$ cat src/rtl/lii_pkg.sv
// Shared LII constants, tag payload type and helpers for packed per-stream width vectors.
package lii_pkg;

    localparam int unsigned LII_TAG_W       = 8;
    localparam int unsigned LII_MAX_STREAMS = 8;
    localparam int unsigned LII_WFIELD_W    = 16;
    localparam int unsigned LII_WVEC_W      = LII_MAX_STREAMS * LII_WFIELD_W;

    typedef struct packed {
        logic [LII_TAG_W-1:0] src;
        logic [LII_TAG_W-1:0] dst;
    } lii_tag_t;

    // Bit offset of stream idx: sum of the widths of all lower-indexed streams.
    function automatic int unsigned width_offset(input logic [LII_WVEC_W-1:0] vec,
                                                 input int unsigned idx);
        int unsigned acc;
        acc = 0;
        for (int unsigned k = 0; k < LII_MAX_STREAMS; k++) begin
            if (k < idx) acc = acc + 32'(vec[k*LII_WFIELD_W +: LII_WFIELD_W]);
        end
        return acc;
    endfunction

    function automatic int unsigned width_at(input logic [LII_WVEC_W-1:0] vec,
                                             input int unsigned idx);
        return 32'(vec[idx*LII_WFIELD_W +: LII_WFIELD_W]);
    endfunction

endpackage

$ cat src/rtl/lii_sync_fifo.sv
// Single-clock first-word-fall-through FIFO; pointers carry a wrap bit so full/empty need no counter.
module lii_sync_fifo #(
    parameter int unsigned W     = 8,
    parameter int unsigned DEPTH = 4
) (
    input  logic         clk,
    input  logic         rst_n,
    input  logic         push_i,
    input  logic [W-1:0] wdata_i,
    input  logic         pop_i,
    output logic [W-1:0] rdata_c,
    output logic         full_c,
    output logic         empty_c
);

    localparam int unsigned AW = $clog2(DEPTH);

    logic [AW:0]  wr_ptr_q, wr_ptr_d;
    logic [AW:0]  rd_ptr_q, rd_ptr_d;
    logic [W-1:0] mem_q [DEPTH];

    assign empty_c = (wr_ptr_q == rd_ptr_q);
    assign full_c  = (wr_ptr_q[AW-1:0] == rd_ptr_q[AW-1:0]) && (wr_ptr_q[AW] != rd_ptr_q[AW]);
    assign rdata_c = mem_q[rd_ptr_q[AW-1:0]];

    always_comb begin
        wr_ptr_d = wr_ptr_q;
        rd_ptr_d = rd_ptr_q;
        if (push_i && !full_c) wr_ptr_d = wr_ptr_q + (AW+1)'(1);
        if (pop_i && !empty_c) rd_ptr_d = rd_ptr_q + (AW+1)'(1);
    end

    always_ff @(posedge clk or negedge rst_n) begin
        if (!rst_n) begin
            wr_ptr_q <= '0;
            rd_ptr_q <= '0;
        end else begin
            wr_ptr_q <= wr_ptr_d;
            rd_ptr_q <= rd_ptr_d;
        end
    end

    // Storage is never read while empty, so it carries no reset.
    always_ff @(posedge clk) begin
        if (push_i && !full_c) mem_q[wr_ptr_q[AW-1:0]] <= wdata_i;
    end

endmodule

$ cat src/rtl/lii_stream_pack_wrapper.sv
// LII phy<->kernel adapter: unpacks phy words into per-stream FIFOs, packs kernel beats into phy words.
// Optional LII_DST_FILTER_EN: discard input words whose dst tag differs from NODE_ID and count them.
module lii_stream_pack_wrapper
    import lii_pkg::*;
#(
    parameter int unsigned                      NIN        = 2,
    parameter int unsigned                      NOUT       = 1,
    parameter int unsigned                      PW         = 128,
    parameter logic [NIN*LII_WFIELD_W-1:0]      IN_WIDTHS  = {16'd58, 16'd56},
    parameter logic [NOUT*LII_WFIELD_W-1:0]     OUT_WIDTHS = {16'd32},
    parameter int unsigned                      DEPTH      = 4,
    parameter logic [LII_TAG_W-1:0]             SRC_ID     = 8'h00,
    parameter logic [LII_TAG_W-1:0]             DST_ID     = 8'h00,
    parameter logic [LII_TAG_W-1:0]             NODE_ID    = 8'h00
) (
    input  logic                  aclk,
    input  logic                  arstn,
    input  logic [PW-1:0]         lii_in_p0_tdata,
    input  logic                  lii_in_p0_tvalid,
    output logic                  lii_in_p0_tready,
    input  logic [LII_TAG_W-1:0]  lii_in_p0_src,
    input  logic [LII_TAG_W-1:0]  lii_in_p0_dst,
    output logic [PW-1:0]         lii_out_p0_tdata,
    output logic                  lii_out_p0_tvalid,
    input  logic                  lii_out_p0_tready,
    output logic [LII_TAG_W-1:0]  lii_out_p0_src,
    output logic [LII_TAG_W-1:0]  lii_out_p0_dst,
    output logic [width_offset(LII_WVEC_W'(IN_WIDTHS), NIN)-1:0]   k_in_tdata,
    output logic [NIN-1:0]        k_in_tvalid,
    input  logic [NIN-1:0]        k_in_tready,
    input  logic [width_offset(LII_WVEC_W'(OUT_WIDTHS), NOUT)-1:0] k_out_tdata,
    input  logic [NOUT-1:0]       k_out_tvalid,
    output logic [NOUT-1:0]       k_out_tready,
    output logic                  ce,
    output logic [15:0]           drop_count
);

    localparam logic [LII_WVEC_W-1:0] IN_VEC  = LII_WVEC_W'(IN_WIDTHS);
    localparam logic [LII_WVEC_W-1:0] OUT_VEC = LII_WVEC_W'(OUT_WIDTHS);
    localparam int unsigned IN_TOT  = width_offset(IN_VEC, NIN);
    localparam int unsigned OUT_TOT = width_offset(OUT_VEC, NOUT);

    if (IN_TOT > PW || OUT_TOT > PW) begin : g_width_check
        $error("lii_stream_pack_wrapper: summed stream widths exceed PW");
    end

    logic               run_q;
    logic [NIN-1:0]     fifo_full;
    logic [NIN-1:0]     fifo_empty;
    logic [NIN-1:0]     fifo_pop;
    logic               in_push;
    logic               fire;
    logic [NOUT-1:0]    slot_full_q, slot_full_d, slot_accept;
    logic [OUT_TOT-1:0] slot_data_q, slot_data_d;
    lii_tag_t           out_tag;

    // Holds every ready/ce low until the first edge after reset release.
    always_ff @(posedge aclk or negedge arstn) begin
        if (!arstn) run_q <= 1'b0;
        else        run_q <= 1'b1;
    end

`ifdef LII_DST_FILTER_EN
    logic        dst_miss;
    logic [15:0] drop_q, drop_d;
    logic        unused_src;

    assign dst_miss         = (lii_in_p0_dst != NODE_ID);
    assign lii_in_p0_tready = run_q && (dst_miss || !(|fifo_full));
    assign in_push          = lii_in_p0_tvalid && lii_in_p0_tready && !dst_miss;

    always_comb begin
        drop_d = drop_q;
        if (lii_in_p0_tvalid && lii_in_p0_tready && dst_miss && (drop_q != 16'hFFFF))
            drop_d = drop_q + 16'd1;
    end

    always_ff @(posedge aclk or negedge arstn) begin
        if (!arstn) drop_q <= '0;
        else        drop_q <= drop_d;
    end

    assign drop_count = drop_q;
    assign unused_src = ^lii_in_p0_src;
`else
    logic unused_tags;

    assign lii_in_p0_tready = run_q && !(|fifo_full);
    assign in_push          = lii_in_p0_tvalid && lii_in_p0_tready;
    assign drop_count       = '0;
    assign unused_tags      = ^{lii_in_p0_src, lii_in_p0_dst, NODE_ID};
`endif

    if (IN_TOT < PW) begin : g_in_hi
        logic unused_hi;
        assign unused_hi = ^lii_in_p0_tdata[PW-1:IN_TOT];
    end

    // Every stream pushes its slice together; each drains on its own ready.
    for (genvar i = 0; i < NIN; i++) begin : g_in
        localparam int unsigned OFF = width_offset(IN_VEC, i);
        localparam int unsigned WI  = width_at(IN_VEC, i);

        lii_sync_fifo #(.W(WI), .DEPTH(DEPTH)) u_fifo (
            .clk     (aclk),
            .rst_n   (arstn),
            .push_i  (in_push),
            .wdata_i (lii_in_p0_tdata[OFF +: WI]),
            .pop_i   (fifo_pop[i]),
            .rdata_c (k_in_tdata[OFF +: WI]),
            .full_c  (fifo_full[i]),
            .empty_c (fifo_empty[i])
        );

        assign fifo_pop[i] = !fifo_empty[i] && k_in_tready[i];
    end

    assign k_in_tvalid = ~fifo_empty;

    // A slot can refill in the very cycle the packed word leaves.
    assign fire         = lii_out_p0_tvalid && lii_out_p0_tready;
    assign k_out_tready = run_q ? (~slot_full_q | {NOUT{fire}}) : '0;
    assign slot_accept  = k_out_tvalid & k_out_tready;
    assign slot_full_d  = (slot_full_q & ~{NOUT{fire}}) | slot_accept;

    for (genvar j = 0; j < NOUT; j++) begin : g_out
        localparam int unsigned OFF = width_offset(OUT_VEC, j);
        localparam int unsigned WJ  = width_at(OUT_VEC, j);

        assign slot_data_d[OFF +: WJ] = slot_accept[j] ? k_out_tdata[OFF +: WJ]
                                                       : slot_data_q[OFF +: WJ];
    end

    always_ff @(posedge aclk or negedge arstn) begin
        if (!arstn) begin
            slot_full_q <= '0;
            slot_data_q <= '0;
        end else begin
            slot_full_q <= slot_full_d;
            slot_data_q <= slot_data_d;
        end
    end

    assign lii_out_p0_tvalid = &slot_full_q;
    assign lii_out_p0_tdata  = PW'(slot_data_q);

    assign out_tag        = '{src: SRC_ID, dst: DST_ID};
    assign lii_out_p0_src = out_tag.src;
    assign lii_out_p0_dst = out_tag.dst;

    // Stall the kernel when an output slot is blocked or when it has nothing to chew on.
    assign ce = run_q && (&k_out_tready) && ((|k_in_tvalid) || !(|slot_full_q));

endmodule

$ cat config.mk
export PLATFORM = sky130hd
export DESIGN_NAME = lii_stream_pack_wrapper
export DESIGN_NICKNAME = d
export VERILOG_FILES = /design/src/rtl/lii_pkg.sv /design/src/rtl/lii_sync_fifo.sv /design/src/rtl/lii_stream_pack_wrapper.sv
export SDC_FILE = /design/constraint.sdc
export NUM_CORES = 1
export LEC_CHECK = 0
export CAP_MARGIN = 0
export CORE_AREA = 2 2 235 179
export CTS_CLUSTER_SIZE = 16
export DETAILED_ROUTE_END_ITERATION = 8
export DIE_AREA = 0 0 237 181
export PLACE_DENSITY = 0.77
export SYNTH_ARGS = -nofsm -noshare
export SYNTH_HDL_FRONTEND = slang
export SYNTH_SLANG_ARGS = --single-unit
$ cat constraint.sdc
create_clock -name aclk -period 5.96 [get_ports aclk]
set_input_delay 1.192 -clock aclk [delete_from_list [all_inputs] [get_ports aclk]]
set_output_delay 1.192 -clock aclk [all_outputs]
set_load 0.05 [all_outputs]
==> results.json <==
{
  "cts_hold_buf": 0,
  "hold_start": "g_in[1].u_fifo.wr_ptr_q[2]",
  "wire_per_inst_um": 21.1,
  "synth_area_leaders": "edfxtp_1, mux4_2, dfrtp_1",
  "yosys_warnings": 0,
  "crit_type": "register to output port",
  "syn_inst": 865,
  "drc": 0,
  "post_dp_cell_area_um2": 22600,
  "synth.most_common_cell": "edfxtp_1",
  "io_buffers": 304,
  "vdd.ir_drop.worst_mv": 0.370,
  "place.gp.congestion": 0.730,
  "yosys.area.top_type": "edfxtp_1",
  "insertion_delay_ns": 0.55,
  "fill_cells": 2852,
  "synth_edf_count": 456,
  "grt_max_degree": 60,
  "worstReg2RegStart": "g_in[1].u_fifo.rd_ptr_q[1]",
  "drtIter0Drc": 501,
  "start_util_pct": 47.9,
  "final-max-slew-violation-count": 0,
  "worstPathCellList": "buf_4 > mux4_2 > clkdlybuf4s50_1",
  "ctsResizeCount": 0,
  "drtAntennaViolNets": 0,
  "routed_wl_um": 37400,
  "syn_area_um2": 19400,
  "cts_tree": "yes",
  "cp-start-kind": "register",
  "io-pin-count": 463,
  "cts.sinks": 502,
  "row_count": 64,
  "dr.pass1.iters": 6,
  "fmax_mhz": 227,
  "postCtsSetupBuffers": 0,
  "fin_crit_ns": 4.41,
  "grt_overflow": 0,
  "vias_per_cell": 5.00,
  "cts-htree-levels": 2,
  "seq_area_um2": 14900,
  "tns_ns": 0,
  "syn_area_per_cell_um2": 22.4,
  "synth_flop_cell": "edfxtp_1",
  "status": "finished, final reports clean",
  "hold_viol": 0,
  "grt_pass1_wl_um": 55500,
  "dieHeight_um": 181,
  "crit_path_max_incr_delay_ns": 0.86,
  "grt_pass1_vias": 9213,
  "drive_above_1_share_pct": 19.6,
  "hpwl_um": 23700,
  "stdcell_area_um2": 24100,
  "fin_crit_sh_pct": 74.0,
  "area_growth_pct": 24.5,
  "path_max_fanout": 34,
  "drv_cap": 0,
  "fin_nets": 1398,
  "worst_pin_slew_ns": 1.06,
  "multi_input_area_um2": 3910,
  "ys_ff_latch": 502,
  "final-setup-viol-count": 0,
  "synth.top_cell.area_share_pct": 70.7,
  "cellLeakagePower_nw": 8.16,
  "synthArstFlopShare_pct": 9.16,
  "clkTransAtPathRegs_ns": 0.06,
  "numCtsBuffers": 48,
  "synth_commonest_cells": "edfxtp_1, buf_4, mux4_2",
  "cts_max_path_buffers": 3,
  "ys_types": 25,
  "cellPowerDensity_nw_per_um2": 527,
  "dieArea_um2": 42900,
  "worst_setup_path_end_kind": "output port",
  "final.setup_skew_ns": 0.0130,
  "cts-root-buf": "clkbuf_16",
  "crit_path_start": "g_in[1].u_fifo.rd_ptr_q[0]",
  "die_x_um": 237,
  "hp-class": "register to register",
  "crit_slowest_cell": "dfrtp_4",
  "vias": 8848,
  "yosysSeqAreaShare_pct": 76.6,
  "cp_data_arrival_time_ns": 3.22,
  "worstPathRequired_ns": 4.77,
  "slew_headroom_pct": 29.3,
  "antenna_found_initial": 5,
  "rsz0062_at_grt": "no",
  "design.core.area_um2": 40400,
  "gr-usage-all-layers_pct": 17.2
}
## cell usage in the layout (no fill, tap or decap), types with 2 or more instances in the layout
cell / Yosys / final
mux2_2: 34 / 34
dfrtp_1: 46 / 42
and2_2: 0 / 6
clkbuf_16: 0 / 50
mux4_2: 114 / 114
conb_1: 2 / 129
clkinv_2: 0 / 5
inv_1: 4 / 4
dfrtp_4: 0 / 2
bufinv_16: 0 / 3
clkbuf_1: 5 / 13
nand2_1: 5 / 5
ha_1: 10 / 10
xnor2_1: 12 / 12
clkinv_1: 0 / 9
nand3_1: 4 / 4
edfxtp_1: 456 / 456
mux2_1: 2 / 2
nor4b_4: 0 / 2
xor2_1: 2 / 2
dfrtp_2: 0 / 2
buf_4: 130 / 17
diode_2: 0 / 3
clkinvlp_4: 0 / 4
clkdlybuf4s50_1: 0 / 303
## where the power goes
group          leakage, nW  internal [W]  switching, W  total [W]
logic                 2.78       0.00187       0.00322    0.00510
clock network        0.715       0.00166       0.00122    0.00288
registers             4.67       0.00439      0.000341    0.00473
total                 8.16       0.00793       0.00478     0.0127
## critical path, delay by kind of cell, from the launching register on
family                 cells  cell delay [ns]
buffers and inverters      2             1.19
DFF                        1             0.86
muxes                      1             0.59
## sequential cells by signal (all words and copies together) (netlist names)
register              flops
g_in.u_fifo.mem_q       456
slot_data_q              32
g_in.u_fifo.rd_ptr_q      6
g_in.u_fifo.wr_ptr_q      6
lii_out_p0_tvalid         1
run_q                     1
## area by class of cell
type	count	share of cell area [%]
Clock inverter	22	0.810
Antenna cell	3	0.0311
Inverter	4	0.0623
Clock buffer	63	5.39
Sequential cell	502	61.6
Timing Repair Buffer	321	13.1
Tap cell	528	2.74
Multi-Input combinational cell	328	16.2
## worst paths after layout
| check | to | slack [ns] | depth (start not counted) |
|---|---|---|---|
| max | k_in_tdata[73] | 1.55 | 3 |
| max reg2reg | g_in[0].u_fifo.mem_q[0][35] | 2.47 | 5 |
| min reg2reg | g_in[1].u_fifo.wr_ptr_q[2] | 0.49 | 1 |
| min in group asynchronous | slot_data_q[20] | 0.83 | 1 |
| max in group asynchronous | g_in[0].u_fifo.rd_ptr_q[0] | 4.34 | 1 |
| min | g_in[1].u_fifo.wr_ptr_q[2] | 0.49 | 1 |
## metal layers
metal | vias to the layer above | global-route usage (%) | routed length [µm]
met3 | 59 | 6.78 | 3480
met1 | 4599 | 22.0 | 15000
li1 | 3918 | - | -
met4 | 4 | 4.41 | 657
met2 | 268 | 27.6 | 18200
met5 | - | 0 | 27
## kinds of logic after synthesis
kind of cell | count (synthesis) | share of synthesized area, %
flip-flops | 502 | 76.6
buffers and inverters | 162 | 5.78
multiplexers | 150 | 15.3
AND/OR/NAND/NOR | 24 | 0.866
XOR/XNOR | 14 | 0.633
adder cells (fa/ha/maj) | 10 | 0.646
other | 2 | 0.0388
AO/OA/AOI/OAI | 1 | 0.0388
## through the flow
step	cells	hold slack [ns]	setup slack (ns)	power, W	util, %
finish	1771	0.486	1.55	0.0127	59.6
global placement	1683	0.477	1.85	0.00991	55.9
CTS	1768	0.489	1.42	0.0129	59.6
detailed placement	1683	0.477	1.83	0.00997	55.9
floorplan	992	0.462	0.845	0.00839	-
global route	1769	0.502	1.34	0.0132	59.6
Power figures use the tool's default switching activity.
